## config.mk

```make
export PLATFORM = sky130hd
export DESIGN_NAME = ps2_kbd_ctrl
export DESIGN_NICKNAME = d
export VERILOG_FILES = /design/src/rtl/ps2_pkg.sv /design/src/rtl/ps2_event_fifo.sv /design/src/rtl/ps2_kbd_ctrl.sv
export SDC_FILE = /design/constraint.sdc
export NUM_CORES = 1
export LEC_CHECK = 0
export CORE_MARGIN = 4
export CORE_UTILIZATION = 58
export DETAILED_ROUTE_END_ITERATION = 6
export PLACE_DENSITY = 0.79
export SYNTH_ARGS = -nofsm -noshare
export SYNTH_HDL_FRONTEND = slang
export SYNTH_SLANG_ARGS = --single-unit
export TNS_END_PERCENT = 5
```

## constraint.sdc

```tcl
create_clock -name clk -period 2.6 [get_ports clk]
set_clock_uncertainty 0.05 [all_clocks]
set_input_delay 0.52 -clock clk [delete_from_list [all_inputs] [get_ports clk]]
set_output_delay 0.52 -clock clk [all_outputs]
set_load 0.01 [all_outputs]
```

## src/rtl/ps2_pkg.sv

```systemverilog
// Shared constants and decoder state encoding for the PS/2 keyboard controller.
// Events are packed as {ext, brk, code[7:0]}.
package ps2_pkg;

    localparam logic [7:0] PREFIX_EXT = 8'hE0;
    localparam logic [7:0] PREFIX_BRK = 8'hF0;
    localparam int         EVT_W      = 10;

    typedef enum logic [1:0] {
        ST_IDLE    = 2'd0,
        ST_EXT     = 2'd1,
        ST_BRK     = 2'd2,
        ST_EXT_BRK = 2'd3
    } kbd_state_t;

    function automatic logic [EVT_W-1:0] make_evt(input logic ext, input logic brk,
                                                   input logic [7:0] code);
        return {ext, brk, code};
    endfunction

    function automatic logic is_prefix(input logic [7:0] code);
        return (code == PREFIX_EXT) || (code == PREFIX_BRK);
    endfunction

endpackage

```

## src/rtl/ps2_event_fifo.sv

```systemverilog
// First-word-fall-through key-event FIFO with a sticky overflow flag.
// Pointers carry one extra wrap bit so full and empty are told apart by the MSB.
module ps2_event_fifo
    import ps2_pkg::*;
#(
    parameter int WIDTH = EVT_W,
    parameter int DEPTH = 4
) (
    input  logic             clk,
    input  logic             rst,
    input  logic             push,
    input  logic [WIDTH-1:0] push_data,
    input  logic             pop,
    output logic [WIDTH-1:0] pop_data,
    output logic             full,
    output logic             empty,
    output logic             overflow
);

    localparam int AW = (DEPTH > 1) ? $clog2(DEPTH) : 1;

    logic [AW:0]      wr_ptr;
    logic [AW:0]      rd_ptr;
    logic [WIDTH-1:0] mem [DEPTH];
    logic             rd_en;
    logic             wr_en;

    assign empty = (wr_ptr == rd_ptr);
    assign full  = (wr_ptr[AW] != rd_ptr[AW]) && (wr_ptr[AW-1:0] == rd_ptr[AW-1:0]);
    assign rd_en = pop && !empty;
    // A pop in the same cycle frees the slot, so a push into a full FIFO still lands.
    assign wr_en = push && (!full || rd_en);

    assign pop_data = empty ? '0 : mem[rd_ptr[AW-1:0]];

    always_ff @(posedge clk or negedge rst) begin
        if (!rst) begin
            wr_ptr   <= '0;
            rd_ptr   <= '0;
            overflow <= 1'b0;
        end else begin
            if (wr_en) begin
                wr_ptr <= wr_ptr + 1'b1;
            end
            if (rd_en) begin
                rd_ptr <= rd_ptr + 1'b1;
            end
            if (push && !wr_en) begin
                overflow <= 1'b1;
            end
        end
    end

    always_ff @(posedge clk) begin
        if (wr_en) begin
            mem[wr_ptr[AW-1:0]] <= push_data;
        end
    end

endmodule

```

## src/rtl/ps2_kbd_ctrl.sv

```systemverilog
// PS/2 scan-code decoder: folds E0/F0 prefixes into {ext, brk, code} events
// with a prefix timeout, and buffers events for a ready/valid consumer.
//
// state      | meaning
// -----------+------------------------------------------
// ST_IDLE    | no prefix pending
// ST_EXT     | E0 seen, waiting for code or F0
// ST_BRK     | F0 seen, waiting for code
// ST_EXT_BRK | E0 F0 seen, waiting for code
module ps2_kbd_ctrl
    import ps2_pkg::*;
#(
    parameter int TIMEOUT_CYCLES = 100000,
    parameter int FIFO_DEPTH     = 4
) (
    input  logic             clk,
    input  logic             rst,
    input  logic             enable,
    input  logic [7:0]       byte_data,
    input  logic             full_byte_received,
    output logic             wait_for_data,
    output logic             start_receiving_data,
    output logic             evt_valid,
    input  logic             evt_ready,
    output logic [EVT_W-1:0] evt_data,
    output logic             overflow
);

    localparam int CW = (TIMEOUT_CYCLES > 2) ? $clog2(TIMEOUT_CYCLES) : 1;
    localparam logic [CW-1:0] TO_LOAD = CW'(TIMEOUT_CYCLES - 1);

    kbd_state_t       state;
    logic [CW-1:0]    to_cnt;
    logic             push_q;
    logic [EVT_W-1:0] push_data_q;
    logic             fifo_full;
    logic             fifo_empty;
    logic             accept;

    assign accept    = full_byte_received && enable;
    assign evt_valid = !fifo_empty;

    always_ff @(posedge clk or negedge rst) begin
        if (!rst) begin
            state                <= ST_IDLE;
            to_cnt               <= '0;
            push_q               <= 1'b0;
            push_data_q          <= '0;
            start_receiving_data <= 1'b0;
            wait_for_data        <= 1'b0;
        end else begin
            push_q               <= 1'b0;
            start_receiving_data <= accept;
            wait_for_data        <= enable && !fifo_full;

            if (accept) begin
                // Reloaded on every byte; cleared again below when the byte ends a sequence.
                to_cnt <= TO_LOAD;
                case (state)
                    ST_IDLE: begin
                        if (byte_data == PREFIX_EXT) begin
                            state <= ST_EXT;
                        end else if (byte_data == PREFIX_BRK) begin
                            state <= ST_BRK;
                        end else begin
                            push_q      <= 1'b1;
                            push_data_q <= make_evt(1'b0, 1'b0, byte_data);
                            to_cnt      <= '0;
                        end
                    end
                    ST_EXT: begin
                        if (byte_data == PREFIX_BRK) begin
                            state <= ST_EXT_BRK;
                        end else if (byte_data != PREFIX_EXT) begin
                            push_q      <= 1'b1;
                            push_data_q <= make_evt(1'b1, 1'b0, byte_data);
                            state       <= ST_IDLE;
                            to_cnt      <= '0;
                        end
                    end
                    ST_BRK, ST_EXT_BRK: begin
                        // A prefix where a code is expected abandons the whole sequence.
                        if (!is_prefix(byte_data)) begin
                            push_q      <= 1'b1;
                            push_data_q <= make_evt(state == ST_EXT_BRK, 1'b1, byte_data);
                        end
                        state  <= ST_IDLE;
                        to_cnt <= '0;
                    end
                    default: begin
                        state  <= ST_IDLE;
                        to_cnt <= '0;
                    end
                endcase
            end else if (state != ST_IDLE) begin
                if (to_cnt == '0) begin
                    state <= ST_IDLE;
                end else begin
                    to_cnt <= to_cnt - 1'b1;
                end
            end
        end
    end

    ps2_event_fifo #(
        .WIDTH (EVT_W),
        .DEPTH (FIFO_DEPTH)
    ) u_fifo (
        .clk       (clk),
        .rst       (rst),
        .push      (push_q),
        .push_data (push_data_q),
        .pop       (evt_ready),
        .pop_data  (evt_data),
        .full      (fifo_full),
        .empty     (fifo_empty),
        .overflow  (overflow)
    );

endmodule
```

**Yosys cells after proc, flatten, opt, wreduce, memory -nomap -nowiden**

Memory sizes are Yosys's and may differ from the RTL's.
Index checks and enable logic that the tools add are counted.

- Memories kept: 1
- Bits in writable memories: 40
- Flip-flop bits (word level): 39
- Output and inout port bits: 14

- Add/sub/neg operators: 3
- Muxes and demuxes: 32
- Reduce and logical (&&, ||, !) cells: 20
- Equal/unequal tests: 17

Memories:

| name | words | bits a word | rd ports | clocked after Yosys merged registers in | wr ports | RTL line | source |
|---|---|---|---|---|---|---|---|
| u_fifo.mem | 4 | 10 | 1 | 0 | 1 | ps2_event_fifo.sv:24 | `logic [WIDTH-1:0] mem [DEPTH];` |

Operator list:

| operator | number |
|---|---|
| 17-bit two-way mux | 7 |
| 10-bit two-way mux | 6 |
| 17-bit one-hot mux with 3 select lines | 1 |
| 10-bit one-hot mux with 3 select lines | 1 |
| 17-bit zero test | 1 |
| 17-bit by 1-bit subtractor with 17-bit output, second input constant | 1 |
| 8-bit equality test, second input constant | 2 |
| 2-bit two-way mux | 7 |
| 2-bit inequality test, second input constant | 6 |
| 1-bit two-way mux | 8 |
| 4-bit inequality test, second input constant | 2 |
| 8-bit inequality test, second input constant | 1 |
| 3-bit by 1-bit adder with 3-bit output, second input constant | 2 |
| 1-bit logical AND | 6 |
| 2-bit one-hot mux with 3 select lines | 1 |
| 6-bit AND reduction | 1 |
| 2-bit nonzero test | 3 |
| 2-bit equality test, second input constant | 2 |
| 4-bit AND reduction | 1 |
| 3-bit equality test | 1 |
| 1-bit zero test | 3 |
| 1-bit one-hot mux with 3 select lines | 1 |
| 2-bit by 1-bit equality test with 1-bit output, second input constant | 1 |
| 2-bit equality test | 1 |
| 5 further kinds | 6 |

**Depth between registers and ports, before layout**

Gate-level depths: netlist of run 1.

- Depth in word-level cells: 7
- Mapped depth: 7
- Gate-level depth less buffers: 7

**Modules after synthesis**

From an unflattened synthesis of run 1, not the netlist that was laid out.

- Cells, all modules: 264
- Area, all modules: 3,684.8 um^2

Modules (own cells, without submodules):

| module | cells an instance | area an instance (um^2) | seq. area each (um^2) | times used |
|---|---|---|---|---|
| ps2_event_fifo | 103 | 1,965.6 | 1,376.3 | 1 |
| ps2_kbd_ctrl | 161 | 1,719.1 | 800.8 | 1 |

**Least setup slack after synthesis of run 1**

OpenSTA, ideal clock, no wires.

- Kind: reg2reg
- From: register to_cnt[8]
- To: register to_cnt[15]
- Data required time: 2.430 ns
- Setup slack: 0.548 ns
- Arrival: 1.882 ns
- Stages on the path, launching flop included: 7
- Cell sequence: dfrtp_1 -> or4_4 -> buf_6 -> nor4b_4 -> a21o_1 -> a21oi_1 -> a31o_1

- Longest elaborated chain between the ends: 4
- Elaborated cells between the ends (all ways): 7
- Classes of those cells: 1 x add/sub; 1 x eq/ne; 3 x mux; 2 x reduce/logical

Ends and longest elaborated chain:

| what | RTL line | source |
|---|---|---|
| start, declared | ps2_kbd_ctrl.sv:33 | `logic [CW-1:0] to_cnt;` |
| start signal, assigned | ps2_kbd_ctrl.sv:99 | `to_cnt <= to_cnt - 1'b1;` |
| 17-bit by 1-bit subtractor with 17-bit output | ps2_kbd_ctrl.sv:99 |  |
| 17-bit two-way mux | ps2_kbd_ctrl.sv:96 | `if (to_cnt == '0) begin` |
| 17-bit two-way mux | ps2_kbd_ctrl.sv:95 | `end else if (state != ST_IDLE) begin` |
| 17-bit two-way mux | ps2_kbd_ctrl.sv:56 | `if (accept) begin` |

Parallel ways exist; a longest one is shown, timed or not. The select of a mux whose other input is x is not followed.
A chain may end at the register's enable or synchronous reset.

**Worst setup path after layout of run 1**

- From: register u_fifo.rd_ptr[0]
- To: output evt_data[5]

- Longest elaborated chain between the ends: 2
- Elaborated cells between the ends (all ways): 3
- Classes of those cells: 1 x eq/ne; 1 x mux; 1 x memory

Ends and longest elaborated chain:

| what | RTL line | source |
|---|---|---|
| start, declared | ps2_event_fifo.sv:23 | `logic [AW:0] rd_ptr;` |
| start signal, assigned | ps2_event_fifo.sv:46 | `rd_ptr <= rd_ptr + 1'b1;` |
| memory 4 x 10 bit / 3-bit equality test (equally long branches) | -- |  |
| 10-bit two-way mux * | ps2_event_fifo.sv:34 | `assign pop_data = empty ? '0 : mem[rd_ptr[AW-1:0]];` |
| end, declared | ps2_kbd_ctrl.sv:25 | `output logic [EVT_W-1:0] evt_data,` |

Every way passes the cells marked *; elsewhere a longest branch is shown, timed or not.

==> results.json, run 1 <==
{
  "status": "completed",
  "synth_edf_count": 40,
  "ys_ff_latch": 79,
  "fp.coreArea_sq_um": 5890,
  "slew_headroom": 0.412,
  "finalNetCount": 307,
  "grt_max_degree": 40,
  "clk_pin_slew_ns": 0.09,
  "tritoncts": "done",
  "die_h_um": 85.8,
  "dp_hpwl_um": 4560,
  "drc": 0,
  "finalPower_uw": 3730,
  "powerDensity_nw_per_um2": 915,
  "wirelength_um": 6560,
  "critPathBufInv": 2,
  "ys_warn_count": 0,
  "cts_buffer_depth": 2,
  "synth_area_sq_um": 3510,
  "path_class": "reg2out",
  "synth_cells": 247,
  "die-area_sq_um": 7350,
  "finalHoldViolations": 0,
  "io_buffers": 26,
  "arrival_ns": 1.93,
  "drt_iter0_markers": 89,
  "clockRootBuffer": "clkbuf_8",
  "setup_viol": 0,
  "critPathMaxFanout": 5,
  "cpLargestDelayFamily": "multiplexers",
  "rows": 28,
  "grt_pass1_vias": 2181,
  "htreeDepth": 3,
  "cap_violations": 0,
  "start_util": 0.596,
  "dpl_worst_slack_ns": 0.120,
  "grt_use_total": 0.199,
  "antenna_left": 0,
  "worst_pin_slew_ns": 0.882,
  "viasPerCell": 5.79,
  "stdcell_count": 368,
  "path_cells": "buf_6, mux4_2, and2_1, dlygate4sd2_1",
  "wl_per_cell_um": 17.8,
  "io_pins": 27,
  "total_leakage_power_uw": 0.00157,
  "synth.distinct_cells": 54,
  "report.final.slew_viol_count": 0,
  "antenna_found_initial": 0,
  "rsz0062_at_grt": "no",
  "slowest_delay_ns": 0.49,
  "area_growth_pct": 16.2,
  "synthArstFlopShare": 0.494,
  "cp_slowest_cell": "mux4_2",
  "yosysSeqAreaShare": 0.621,
  "drt_first_pass_iters": 4,
  "final_common_cell": "edfxtp_1",
  "dp.cells": 352,
  "synth_flop_cell": "edfxtp_1",
  "worst_hold_slack_ns": 0.232,
  "grt_pass1_wl_um": 10700,
  "min_period_ns": 2.50,
  "worst_setup_path_end_kind": "primary output",
  "fillCellCount": 427,
  "vdd_drop_max_mv": 0.443,
  "startpoint_type": "flip-flop",
  "die_w_um": 85.8,
  "cts_made_buffers": 9,
  "synth.net_count": 266,
  "layout_common_cells": "40 x edfxtp_1, 38 x dfrtp_1, 20 x nor2_1, 15 x clkdlybuf4s50_1",
  "fmax_ghz": 0.400,
  "drive_above_1_share": 0.181,
  "critPathRequiredTime_ns": 2.03,
  "setup_slack_ns": 0.0996,
  "via_count": 2130,
  "num_antenna_cells": 0,
  "clkLatencyLatePin_ns": 0.35,
  "grt-ovfl-total": 0,
  "post-route-period-util": 0.962,
  "synth_area_per_cell_sq_um": 14.2,
  "hp-class": "in2async",
  "tns_ns": 0,
  "cts_sinks": 79,
  "place_congestion": 0.830
}
==> worst register-to-register path: cells and delay by family, from the launching register on <==
family	cells	cell delay, ns
AND/OR/NAND/NOR	4	1.58
flip-flops	1	0.44
AO/OA/AOI/OAI	1	0.14
==> sequential cells by signal (all words and copies together), names as in the netlist <==
signal and flops:
push_q 1, state 2, u_fifo.mem 40, push_data_q 10
start_receiving_data 1, u_fifo.rd_ptr 3, to_cnt 17, wait_for_data 1
u_fifo.overflow 1, u_fifo.wr_ptr 3
==> path summary, 6_finish.rpt <==
path	start	end	slack, ns	cells after the start
setup / recovery	u_fifo.rd_ptr[0]	evt_data[5]	0.1	4
hold / removal	rst	to_cnt[9]	0.23	1
setup reg to reg	to_cnt[3]	to_cnt[13]	0.31	5
hold reg to reg	u_fifo.overflow	u_fifo.overflow	0.41	1
max in group asynchronous	rst	u_fifo.rd_ptr[0]	1.66	1
min in group clk	u_fifo.overflow	u_fifo.overflow	0.41	1
==> final cells by class <==
class,instances,area [sq um],share of cell area
clock buffer,9,124,0.0304
clock inverter,7,61.3,0.0150
inverter,10,37.5,0.00921
multi-input combinational,151,1250,0.306
sequential,79,2180,0.535
tap,75,93.8,0.0230
timing repair buffer,37,333,0.0817
==> through the flow <==
step                utilization  cell area, sq um
floorplan                     -              3510
global placement          0.661              3890
detailed placement        0.661              3890
CTS                       0.692              4070
global route              0.692              4070
finish                    0.692              4070
==> Yosys cell counts, types with 3 or more instances <==
master    count  area (sq um)
a211oi_1      3          22.5
a21oi_1       8          40.0
and2_1       11          68.8
dfrtp_1      39           976
edfxtp_1     40          1200
ha_1          6          75.1
inv_1         9          33.8
mux2_1        9           101
mux4_2       10           225
nand2_1       6          22.5
nand3_1       5          25.0
nand4_1       3          18.8
nor2_1       20          75.1
nor2_2        3          18.8
nor3_1        3          15.0
nor4_1        3          18.8
o21ai_1       7          35.0
o22a_1        3          26.3
or4_1         4          30.0
xnor2_1      11          96.3
xor2_1        5          43.8
==> cell families after synthesis <==
kind of cell | synth area share
xor+xnor | 0.0400
flops | 0.621
mux | 0.0931
compound gates | 0.0813
fa+ha+maj | 0.0214
simple gates | 0.119
buf+inv | 0.0246
==> power breakdown <==
part           total [uW]  switching (uW)  internal [uW]
Clock                 843             479            364
Combinational        1240             601            639
Sequential           1640             136           1510
==> what timing repair did <==
| item | in CTS | in global routing |
|---|---|---|
| hold buffers | 0 | 0 |
| resized for setup | 14 | 0 |
| setup endpoints to repair | 11 | 0 |
| buffers inserted | 0 | 0 |
==> layer usage <==
layer,up-vias,GRT usage,wire length (um)
met5,-,0,0
met3,11,0.0317,277
met2,52,0.361,3640
li1,1010,-,-
met4,0,0.101,121
met1,1057,0.228,2520
Power figures use the tool's default switching activity.
==> inputs of run 2 (changes only) <==
CORE_MARGIN = 2   (was 4)
==> results.json, run 2 (same netlist as run 1, synthesis figures left out) <==
{
  "via_count": 2128,
  "layout_common_cells": "40 x edfxtp_1, 38 x dfrtp_1, 20 x nor2_1, 15 x clkdlybuf4s50_1",
  "dp_hpwl_um": 4590,
  "cts_buffer_depth": 2,
  "arrival_ns": 1.89,
  "antenna_left": 0,
  "grt_use_total": 0.226,
  "finalHoldViolations": 0,
  "die-area_sq_um": 6680,
  "clk_pin_slew_ns": 0.08,
  "finalNetCount": 306,
  "multiInputGateArea_sq_um": 1250,
  "drt_first_pass_iters": 5,
  "status": "completed",
  "hp-class": "in2async",
  "drt_iter0_markers": 129,
  "largest_reg_flops": 40,
  "area_growth_pct": 15.9,
  "die_w_um": 81.8,
  "tns_ns": 0,
  "viasPerCell": 5.80,
  "slew_headroom": 0.397,
  "fmax_ghz": 0.406,
  "num_antenna_cells": 0,
  "post-route-period-util": 0.947,
  "rows": 28,
  "grt_max_degree": 40,
  "io_pins": 27,
  "min_period_ns": 2.46,
  "critPathMaxFanout": 10,
  "stdcell_count": 367,
  "antenna_found_initial": 0,
  "wl_per_cell_um": 18.0,
  "powerDensity_nw_per_um2": 914,
  "die_h_um": 81.8,
  "rsz0062_at_grt": "no",
  "setup_viol": 0,
  "fillCellCount": 439,
  "total_leakage_power_uw": 0.00157,
  "io_buffers": 26,
  "final_common_cell": "edfxtp_1",
  "grt-ovfl-total": 0,
  "start_util": 0.596,
  "drive_above_1_share": 0.175,
  "cap_violations": 0,
  "startpoint_type": "flip-flop",
  "wirelength_um": 6620,
  "worst_setup_path_end_kind": "primary output",
  "dp.cells": 350,
  "vdd_drop_max_mv": 0.503,
  "htreeDepth": 3,
  "drc": 0,
  "critPathRequiredTime_ns": 2.03,
  "place_congestion": 0.888,
  "ff_latch_area_sq_um": 2180,
  "dpl_worst_slack_ns": 0.110,
  "tritoncts": "done",
  "cts_made_buffers": 9,
  "rrSetupSlack_ns": 0.29,
  "clockRootBuffer": "clkbuf_8",
  "cts_sinks": 79,
  "report.final.slew_viol_count": 0,
  "postCtsHoldBufs": 0,
  "setup_slack_ns": 0.139,
  "fp.coreArea_sq_um": 5890,
  "path_class": "reg2out",
  "grt_pass1_wl_um": 10800,
  "grt_pass1_vias": 2178,
  "worst_pin_slew_ns": 0.904,
  "clkLatencyLatePin_ns": 0.35
}
## run 2: routing by layer
metal / share of wire / vias up / GRT usage
met5: 0 / - / 0
met4: 0.020 / 0 / 0.103
met3: 0.024 / 13 / 0.0363
met2: 0.54 / 31 / 0.393
met1: 0.42 / 1069 / 0.277
li1: - / 1015 / -
## run 2: worst paths after layout
kind | start | to | cells after the start
setup reg to reg | to_cnt[3] | to_cnt[13] | 5
setup / recovery | u_fifo.rd_ptr[0] | evt_data[5] | 4
hold / removal | rst | to_cnt[14] | 1
max in group asynchronous | rst | u_fifo.rd_ptr[0] | 1
hold reg to reg | u_fifo.overflow | u_fifo.overflow | 1
min in group clk | u_fifo.overflow | u_fifo.overflow | 1
## run 2: metrics by stage
step	total power [uW]	util	cell area [sq um]	hold WS [ns]
3_3_place_gp	2960	0.661	3890	0.390
3_5_place_dp	3010	0.661	3890	0.398
2_1_floorplan	2430	-	3510	0.174
6_report	3720	0.690	4060	0.246
4_1_cts	3750	0.690	4060	0.258
5_1_grt	3920	0.690	4060	0.321
## run 2: timing repair
item | CTS | global route
endpoints found under the setup margin | 11 | 0
setup buffers | 1 | 0
gates resized for setup | 12 | 0
## run 2: layout make-up
class	count	area share
clock buffers	9	0.0305
clock inverters	7	0.0132
inverters	10	0.00924
multi-input cells	151	0.307
flip-flops and latches	79	0.536
well taps	75	0.0231
repair buffers	36	0.0813
## run 2: where the power goes
part | leakage (uW) | total [uW] | internal (uW) | switching [uW]
sequential | 0.000867 | 1640 | 1510 | 134
clock | 0.0000843 | 824 | 354 | 469
combinational | 0.000615 | 1250 | 647 | 602
total | 0.00157 | 3720 | 2510 | 1200
## run 2: critical path, cell delays in order (launching register included)
cell and delay [ns]:
dfrtp_2 0.42, buf_12 0.16, mux4_2 0.50, and2_1 0.17
dlygate4sd2_1 0.28
==> inputs of run 3 (changes only) <==
CORE_ASPECT_RATIO = 1.5   (was default)
==> results.json, run 3 (same netlist as run 1, synthesis figures left out) <==
{
  "dp_hpwl_um": 4650,
  "slew_headroom": 0.353,
  "total_leakage_power_uw": 0.00158,
  "drive_above_1_share": 0.178,
  "ff_latch_area_sq_um": 2180,
  "num_antenna_cells": 0,
  "post-route-period-util": 0.951,
  "critPathMaxFanout": 13,
  "antenna_found_initial": 0,
  "drt_first_pass_iters": 4,
  "path_class": "reg2out",
  "arrival_ns": 1.90,
  "hp-class": "in2async",
  "largest_reg_flops": 40,
  "startpoint_type": "flip-flop",
  "via_count": 2195,
  "postCtsHoldBufs": 0,
  "rr_endpoint": "to_cnt[10]",
  "viasPerCell": 6.03,
  "grt_use_total": 0.232,
  "die_h_um": 99.2,
  "wirelength_um": 6750,
  "cts_sinks": 79,
  "tns_ns": 0,
  "fillCellCount": 412,
  "cts_made_buffers": 9,
  "powerDensity_nw_per_um2": 932,
  "rrSetupSlack_ns": 0.34,
  "io_buffers": 26,
  "grt_max_degree": 40,
  "drc": 0,
  "reg2reg_depth": 5,
  "fp.coreArea_sq_um": 5830,
  "worst_pin_slew_ns": 0.968,
  "min_period_ns": 2.47,
  "grt_pass1_vias": 2244,
  "tritoncts": "done",
  "die-area_sq_um": 6700,
  "io_pins": 27,
  "report.final.slew_viol_count": 0,
  "status": "completed",
  "grt-ovfl-total": 0,
  "setup_viol": 0,
  "finalHoldViolations": 0,
  "wl_per_cell_um": 18.5,
  "antenna_left": 0,
  "cap_violations": 0,
  "finalNetCount": 306,
  "start_util": 0.602,
  "cts_buffer_depth": 2,
  "grt_pass1_wl_um": 11100,
  "place_congestion": 0.905,
  "rows": 34,
  "die_w_um": 67.5,
  "clockRootBuffer": "clkbuf_8",
  "drt_iter0_markers": 170,
  "final_common_cell": "edfxtp_1",
  "htreeDepth": 3,
  "timing.rr.start": "to_cnt[8]",
  "fmax_ghz": 0.405,
  "vdd_drop_max_mv": 0.409,
  "area_growth_pct": 16.3,
  "critPathRequiredTime_ns": 2.03,
  "worst_setup_path_end_kind": "primary output",
  "clk_pin_slew_ns": 0.08,
  "layout_common_cells": "40 x edfxtp_1, 38 x dfrtp_1, 20 x nor2_1, 15 x clkdlybuf4s50_1",
  "rsz0062_at_grt": "no",
  "multiInputGateArea_sq_um": 1250,
  "final_util": 0.700,
  "clkLatencyLatePin_ns": 0.35
}
run 3: cell types whose count changed in the layout (fill, tap and decap cells not counted):
| cell | previous run | this run |
|---|---|---|
| bufinv_16 | 0 | 1 |
| clkinv_4 | 1 | 3 |
| inv_6 | 3 | 0 |
| clkinvlp_4 | 2 | 1 |
| clkinv_1 | 1 | 0 |
| clkinv_2 | 0 | 2 |
run 3: report_power, final:
group	total (uW)	internal, uW	switching, uW
Sequential	1650	1510	142
Clock	901	444	456
Combinational	1250	651	598
run 3: layer usage:
metal	share of wire	wire, um	vias up	global-route usage
met5	0	0	-	0
met4	0.024	165	0	0.108
met3	0.036	241	15	0.0452
met2	0.55	3680	62	0.385
met1	0.39	2660	1105	0.287
li1	-	-	1013	-
run 3: repair_timing:
action | in CTS | in global routing
setup buffers | 1 | 0
endpoints found under the setup margin | 11 | 0
endpoints found under the hold margin | 0 | 0
gates resized for setup | 12 | 0
run 3: cell type report:
| type | instances | area share |
|---|---|---|
| Multi-Input combinational cell | 151 | 0.305 |
| Tap cell | 72 | 0.0221 |
| Timing Repair Buffer | 36 | 0.0810 |
| Clock buffer | 9 | 0.0304 |
| Clock inverter | 7 | 0.0181 |
| Sequential cell | 79 | 0.534 |
| Inverter | 10 | 0.00920 |
run 3: critical path, stage by stage, from the launching register on:
cell	delay [ns]
dfrtp_1	0.49
xor2_1	0.20
nor2_1	0.08
nand2_2	0.20
clkdlybuf4s50_1	0.58
run 3: through the flow:
step,cell area [sq um],setup WS (ns),hold slack [ns],instances,total power (uW)
after global placement,3880,0.142,0.393,347,2970
after CTS,4080,0.104,0.257,364,3840
after detailed placement,3880,0.0529,0.414,347,3020
after global routing,4080,0.0391,0.298,364,4030
after floorplan,3510,0.548,0.174,247,2430
final,4080,0.128,0.233,364,3800
run 3: worst max-delay path by stage:
stage                                start        endpoint  slack [ns]  depth (start not counted)
final                     u_fifo.rd_ptr[1]       evt_valid        0.13                          4
after global routing      u_fifo.rd_ptr[1]       evt_valid        0.04                          4
after global placement        byte_data[2]  push_data_q[2]        0.14                          5
after detailed placement      byte_data[2]  push_data_q[2]        0.05                          5
after floorplan                  to_cnt[8]      to_cnt[15]        0.55                          6
after CTS                 u_fifo.rd_ptr[0]     evt_data[9]        0.10                          4
==> variant 1, RTL diff (flow settings as in run 2) <==
`TIMEOUT_CYCLES`: 100000 -> 200000.
--- a/src/rtl/ps2_kbd_ctrl.sv
+++ b/src/rtl/ps2_kbd_ctrl.sv
@@ -10,7 +10,7 @@
 module ps2_kbd_ctrl
     import ps2_pkg::*;
 #(
-    parameter int TIMEOUT_CYCLES = 100000,
+    parameter int TIMEOUT_CYCLES = 200000,
     parameter int FIFO_DEPTH     = 4
 ) (
     input  logic             clk,
Behaviour: no difference found for any inputs over 4 cycles, from zero or initial values and one cycle with rst low; that may be too few to reach the edited logic, so the function may still have changed.
==> variant 1 against run 2 <==
Power rose by 10%; hold slack worse by 0.0050 ns; sequential power up 5%; first-iteration DRC count rose by 7.8%; wire length rose by 0.95%; cell area increased by 2.4%; sequential cell count grew 1; area after synthesis rose by 1.6%; worst setup slack got worse by 0.027 ns; critical path type unchanged.
==> variant 1: results (changes against run 2) <==
stage;metric;value;unit;change
synthesis;synth-xor-area-share;2.70;%;-1.3 points
cells_and_area;regArea;0.00220;mm²;+1.1%
detailed_routing;drt_pre_antenna_iters;4;;-1
placed_design;hpwl;4720;µm;+2.9%
setup_path;cp_top_family;buffers and inverters;;
cells_and_area;final.fill_count;405;;-7.7%
global_route;grt_pass1_wl;10900;µm;+0.76%
detailed_routing;num_vias;2249;;+5.7%
outcome;status;complete, no violations;;
setup_path;cp.arrival;1.92;ns;+0.03 ns
cells_and_area;multi_input_area_share;31.3;%;+0.68 points
setup_path;crit_fanout;13;;+3
cells_and_area;final-clk-cell-share;4.57;%;+0.20 points
setup_path;r2r-end;to_cnt[4]$_DFFE_PN0P_;;
sta;tightest_slew;0.881;ns;-0.0229 ns
cells_and_area;buffers;38;;+5.6%
pwr;peakVddDrop;695;µV;+38%
cells_and_area;non_clock_inverter_count;7;;-3
pwr;p_int;0.00268;W;+6.6%
cells_and_area;fin_util;70.3;%;+1.3 points
detailed_routing;drt-total-wl;6690;µm;+0.95%
placed_design;pre_cts_ws;0.165;ns;+0.0542 ns
synthesis;ys_seq_area_share;61.8;%;-0.26 points
synthesis;synthTopCellsByCount;40 x dfrtp_1, 40 x edfxtp_1, 18 x nor2_1, 17 x nand2_1, 15 x and2_1;;
global_route;use_met2;41.0;%;+1.7 points
synthesis;synth_compound_area_share;9.24;%;+1.1 points
sta;fin_hold_ws;0.241;ns;-0.00496 ns
synthesis;synthAdderAreaFrac;2.11;%;-0.033 points
placed_design;place_congestion;0.854;;-3.7%
sta;timing.final.ws_setup;0.112;ns;-0.0266 ns
synthesis;synth.area.mux_share;8.85;%;-0.46 points
clocking;cts_num_sinks;80;;+1.3%
detailed_routing;wl_met3;214;µm;+35%
synthesis;yosys-top-cells-area;edfxtp_1 34%, dfrtp_1 28%, mux4_2 6.3%, and2_1 2.6%, mux2_2 2.5%;;
setup_path;r2r_slack;0.39;ns;+0.10 ns
setup_path;cp-endpoint;evt_valid;;
global_route;gr-usage-met3;4.24;%;+0.61 points
setup_path;worst_path_max_delay_cell;clkdlybuf4s50_1;;
cells_and_area;instances_no_fill;385;;+4.9%
pwr;p_leak;1.62;nW;+3.7%
global_route;grt_max_degree;41;;+2.5%
cells_and_area;multi_input_cells;169;;+12%
cells_and_area;drive_gt1_share;19.0;%;+1.6 points
synthesis;syn_avg_cell_area;13.6;µm²;-4.2%
detailed_routing;wl_met1;2730;µm;-1.3%
global_route;grt_use_total;22.6;%;about the same
detailed_routing;drt_iter0_drc;139;;+7.8%
synthesis;synth.net_count;281;;+5.6%
setup_path;r2r_start;to_cnt[0]$_DFFE_PN0P_;;
[variant 1: cell types whose count changed after synthesis, moves of 4 or more]
| cell | delta |
|---|---|
| and2_1 | +4 |
| nor3_1 | +6 |
| o21ai_0 | +13 |
| xnor2_1 | -5 |
| mux2_2 | +8 |
| nand2_1 | +11 |
| o21ai_1 | -7 |
| mux2_1 | -9 |
[variant 1: power by group through the flow]
| stage | clock [W] | sequential, W | combinational [W] |
|---|---|---|---|
| finish | 0.000859 | 0.00172 | 0.00152 |
| global route | 0.000947 | 0.00175 | 0.00168 |
| CTS | 0.000881 | 0.00172 | 0.00154 |
| detailed placement | 0 | 0.00175 | 0.00162 |
| global placement | 0 | 0.00173 | 0.00155 |
| floorplan | 0 | 0.00171 | 0.000984 |
[variant 1: what timing repair did]
item | CTS | global route
hold buffers | 0 | 0
setup endpoints to repair | 11 | 0
resized for setup | 11 | 0
setup buffers | 1 | 0
==> variant 2, RTL diff (config.mk and constraints of run 2) <==
Without the edit above. Put a register stage on the output `overflow`, without a reset. The value now appears one clock later. The other outputs are not delayed to match.
--- a/src/rtl/ps2_kbd_ctrl.sv
+++ b/src/rtl/ps2_kbd_ctrl.sv
@@ -28,6 +28,8 @@
 
     localparam int CW = (TIMEOUT_CYCLES > 2) ? $clog2(TIMEOUT_CYCLES) : 1;
     localparam logic [CW-1:0] TO_LOAD = CW'(TIMEOUT_CYCLES - 1);
+
+    logic overflow_d;
 
     kbd_state_t       state;
     logic [CW-1:0]    to_cnt;
@@ -114,7 +116,11 @@
         .pop_data  (evt_data),
         .full      (fifo_full),
         .empty     (fifo_empty),
-        .overflow  (overflow)
+        .overflow  (overflow_d)
     );
 
+    always_ff @(posedge clk) begin
+        overflow <= overflow_d;
+    end
+
 endmodule
Behaviour: not the same (Yosys sat finds a counterexample within 10 cycles, from zero or initial values and one cycle with rst low).
==> variant 2 against run 2 <==
Cell area grew 3.8%; synthesized cell count grew 0.40%; first-iteration DRC count grew 26%; sequential cell count grew 1; fmax shrank 1.1%; worst setup slack lost 0.027 ns; power grew 13%; wire length grew 13%; clock power grew 44%; area after synthesis grew 0.57%; non-clock buffer count grew 3; critical path type unchanged; critical endpoint is now evt_data[7]; highest routed layer unchanged.
==> variant 2: results (changes against run 2) <==
stage;metric;value;unit;change
setup_path;r2r_start;to_cnt[8]$_DFFE_PN0P_;;
detailed_routing;drt_iter0_drc;162;;+26%
synthesis;yosys-top-cells-area;edfxtp_1 34%, dfrtp_1 28%, mux4_2 6.4%, mux2_1 2.9%, xnor2_1 2.7%;;
pwr;peakVddDrop;625;µV;+24%
detailed_routing;drt-wirelength-per-cell;20.2;µm;+12%
synthesis;ys_seq_area_share;62.3;%;+0.22 points
placed_design;hpwl;4960;µm;+8.1%
synthesis;synth.net_count;267;;+0.38%
global_route;grt_pass1_wl;11500;µm;+6.6%
setup_path;r2r-end;to_cnt[10]$_DFFE_PN0P_;;
sta;slew_headroom;40.6;%;+0.87 points
synthesis;synth_top_area_share;34.1;%;-0.19 points
synthesis;synthDistinctLibCells;55;;+1.9%
setup_path;crit_fanout;5;;-5
global_route;grt_use_total;23.9;%;+1.4 points
global_route;use_met2;42.6;%;+3.3 points
global_route;gr-usage-met3;4.40;%;+0.77 points
cells_and_area;drive_gt1_share;18.2;%;+0.78 points
setup_path;cp.arrival;1.92;ns;+0.03 ns
detailed_routing;num_vias;2263;;+6.3%
synthesis;synth.area.mux_share;9.26;%;-0.053 points
pwr;p_leak;1.71;nW;+9.1%
placed_design;place_congestion;0.920;;+3.6%
global_route;grt_use_met1;28.5;%;+0.82 points
detailed_routing;wl_met1;2800;µm;+1.1%
outcome;status;complete, no violations;;
min_path;min_path_type;input port to asynchronous set/reset pin;;
setup_path;r2r_slack;0.36;ns;+0.07 ns
detailed_routing;wl_met3;408;µm;+160%
detailed_routing;wl_met2;4230;µm;+19%
synthesis;synth-xor-area-share;3.97;%;-0.023 points
synthesis;synth_compound_area_share;8.09;%;-0.046 points
setup_path;max_stage_delay;0.52;ns;+0.02 ns
synthesis;async_flop_share;48.8;%;-0.62 points
placed_design;pre_cts_ws;0.0819;ns;-0.0283 ns
clocking;clkSlewWorstSetupHoldPaths;0.09;ns;
cells_and_area;final.fill_count;394;;-10%
cells_and_area;fin_nets;310;;+1.3%
synthesis;synthAdderAreaFrac;2.13;%;-0.012 points
setup_path;reg2reg_depth;6;;+1
-- variant 2: cell count changes after synthesis, sizes merged --
cell   change
dfxtp      +1
-- variant 2: power breakdown --
| part | leakage, nW | internal, W | switching (W) | total (W) |
|---|---|---|---|---|
| sequential | 0.875 | 0.00153 | 0.000148 | 0.00168 |
| combinational | 0.702 | 0.000700 | 0.000636 | 0.00134 |
| clock | 0.132 | 0.000739 | 0.000455 | 0.00119 |
| total | 1.71 | 0.00297 | 0.00124 | 0.00421 |
-- variant 2: layout make-up --
cell class,count,share of cell area [%]
inverter,10,0.890
tap,75,2.22
clock inverter,7,3.35
timing repair buffer,39,8.96
sequential,80,52.1
clock buffer,9,2.94
multi-input combinational,151,29.5
-- variant 2: worst max-delay path by stage --
| stage | to | slack [ns] | cells past startpoint |
|---|---|---|---|
| after floorplan | to_cnt[15]$_DFFE_PN0P_ | 0.55 | 6 |
| after global placement | push_data_q[1]$_DFFE_PN0P_ | 0.17 | 5 |
| after detailed placement | push_data_q[1]$_DFFE_PN0P_ | 0.08 | 5 |
| after CTS | evt_data[9] | -0.08 | 4 |
| after global routing | evt_data[7] | 0.07 | 4 |
| final | evt_data[7] | 0.11 | 4 |
-- variant 2: through the flow --
stage | cell area, µm² | TNS [ns] | util, % | hold WS [ns] | std cells
after CTS | 4190 | -0.578 | 71.2 | 0.273 | 371
after detailed placement | 3920 | 0 | 66.6 | 0.338 | 354
after global routing | 4220 | 0 | 71.7 | 0.319 | 371
after global placement | 3920 | 0 | 66.6 | 0.308 | 354
after floorplan | 3530 | 0 | - | 0.174 | 248
final | 4220 | 0 | 71.7 | 0.242 | 371
-- variant 2: what timing repair did --
item	4_1_cts	5_1_grt
setup buffers	1	0
gates resized for setup	4	10
endpoints found under the setup margin	10	8
pin swaps	0	0
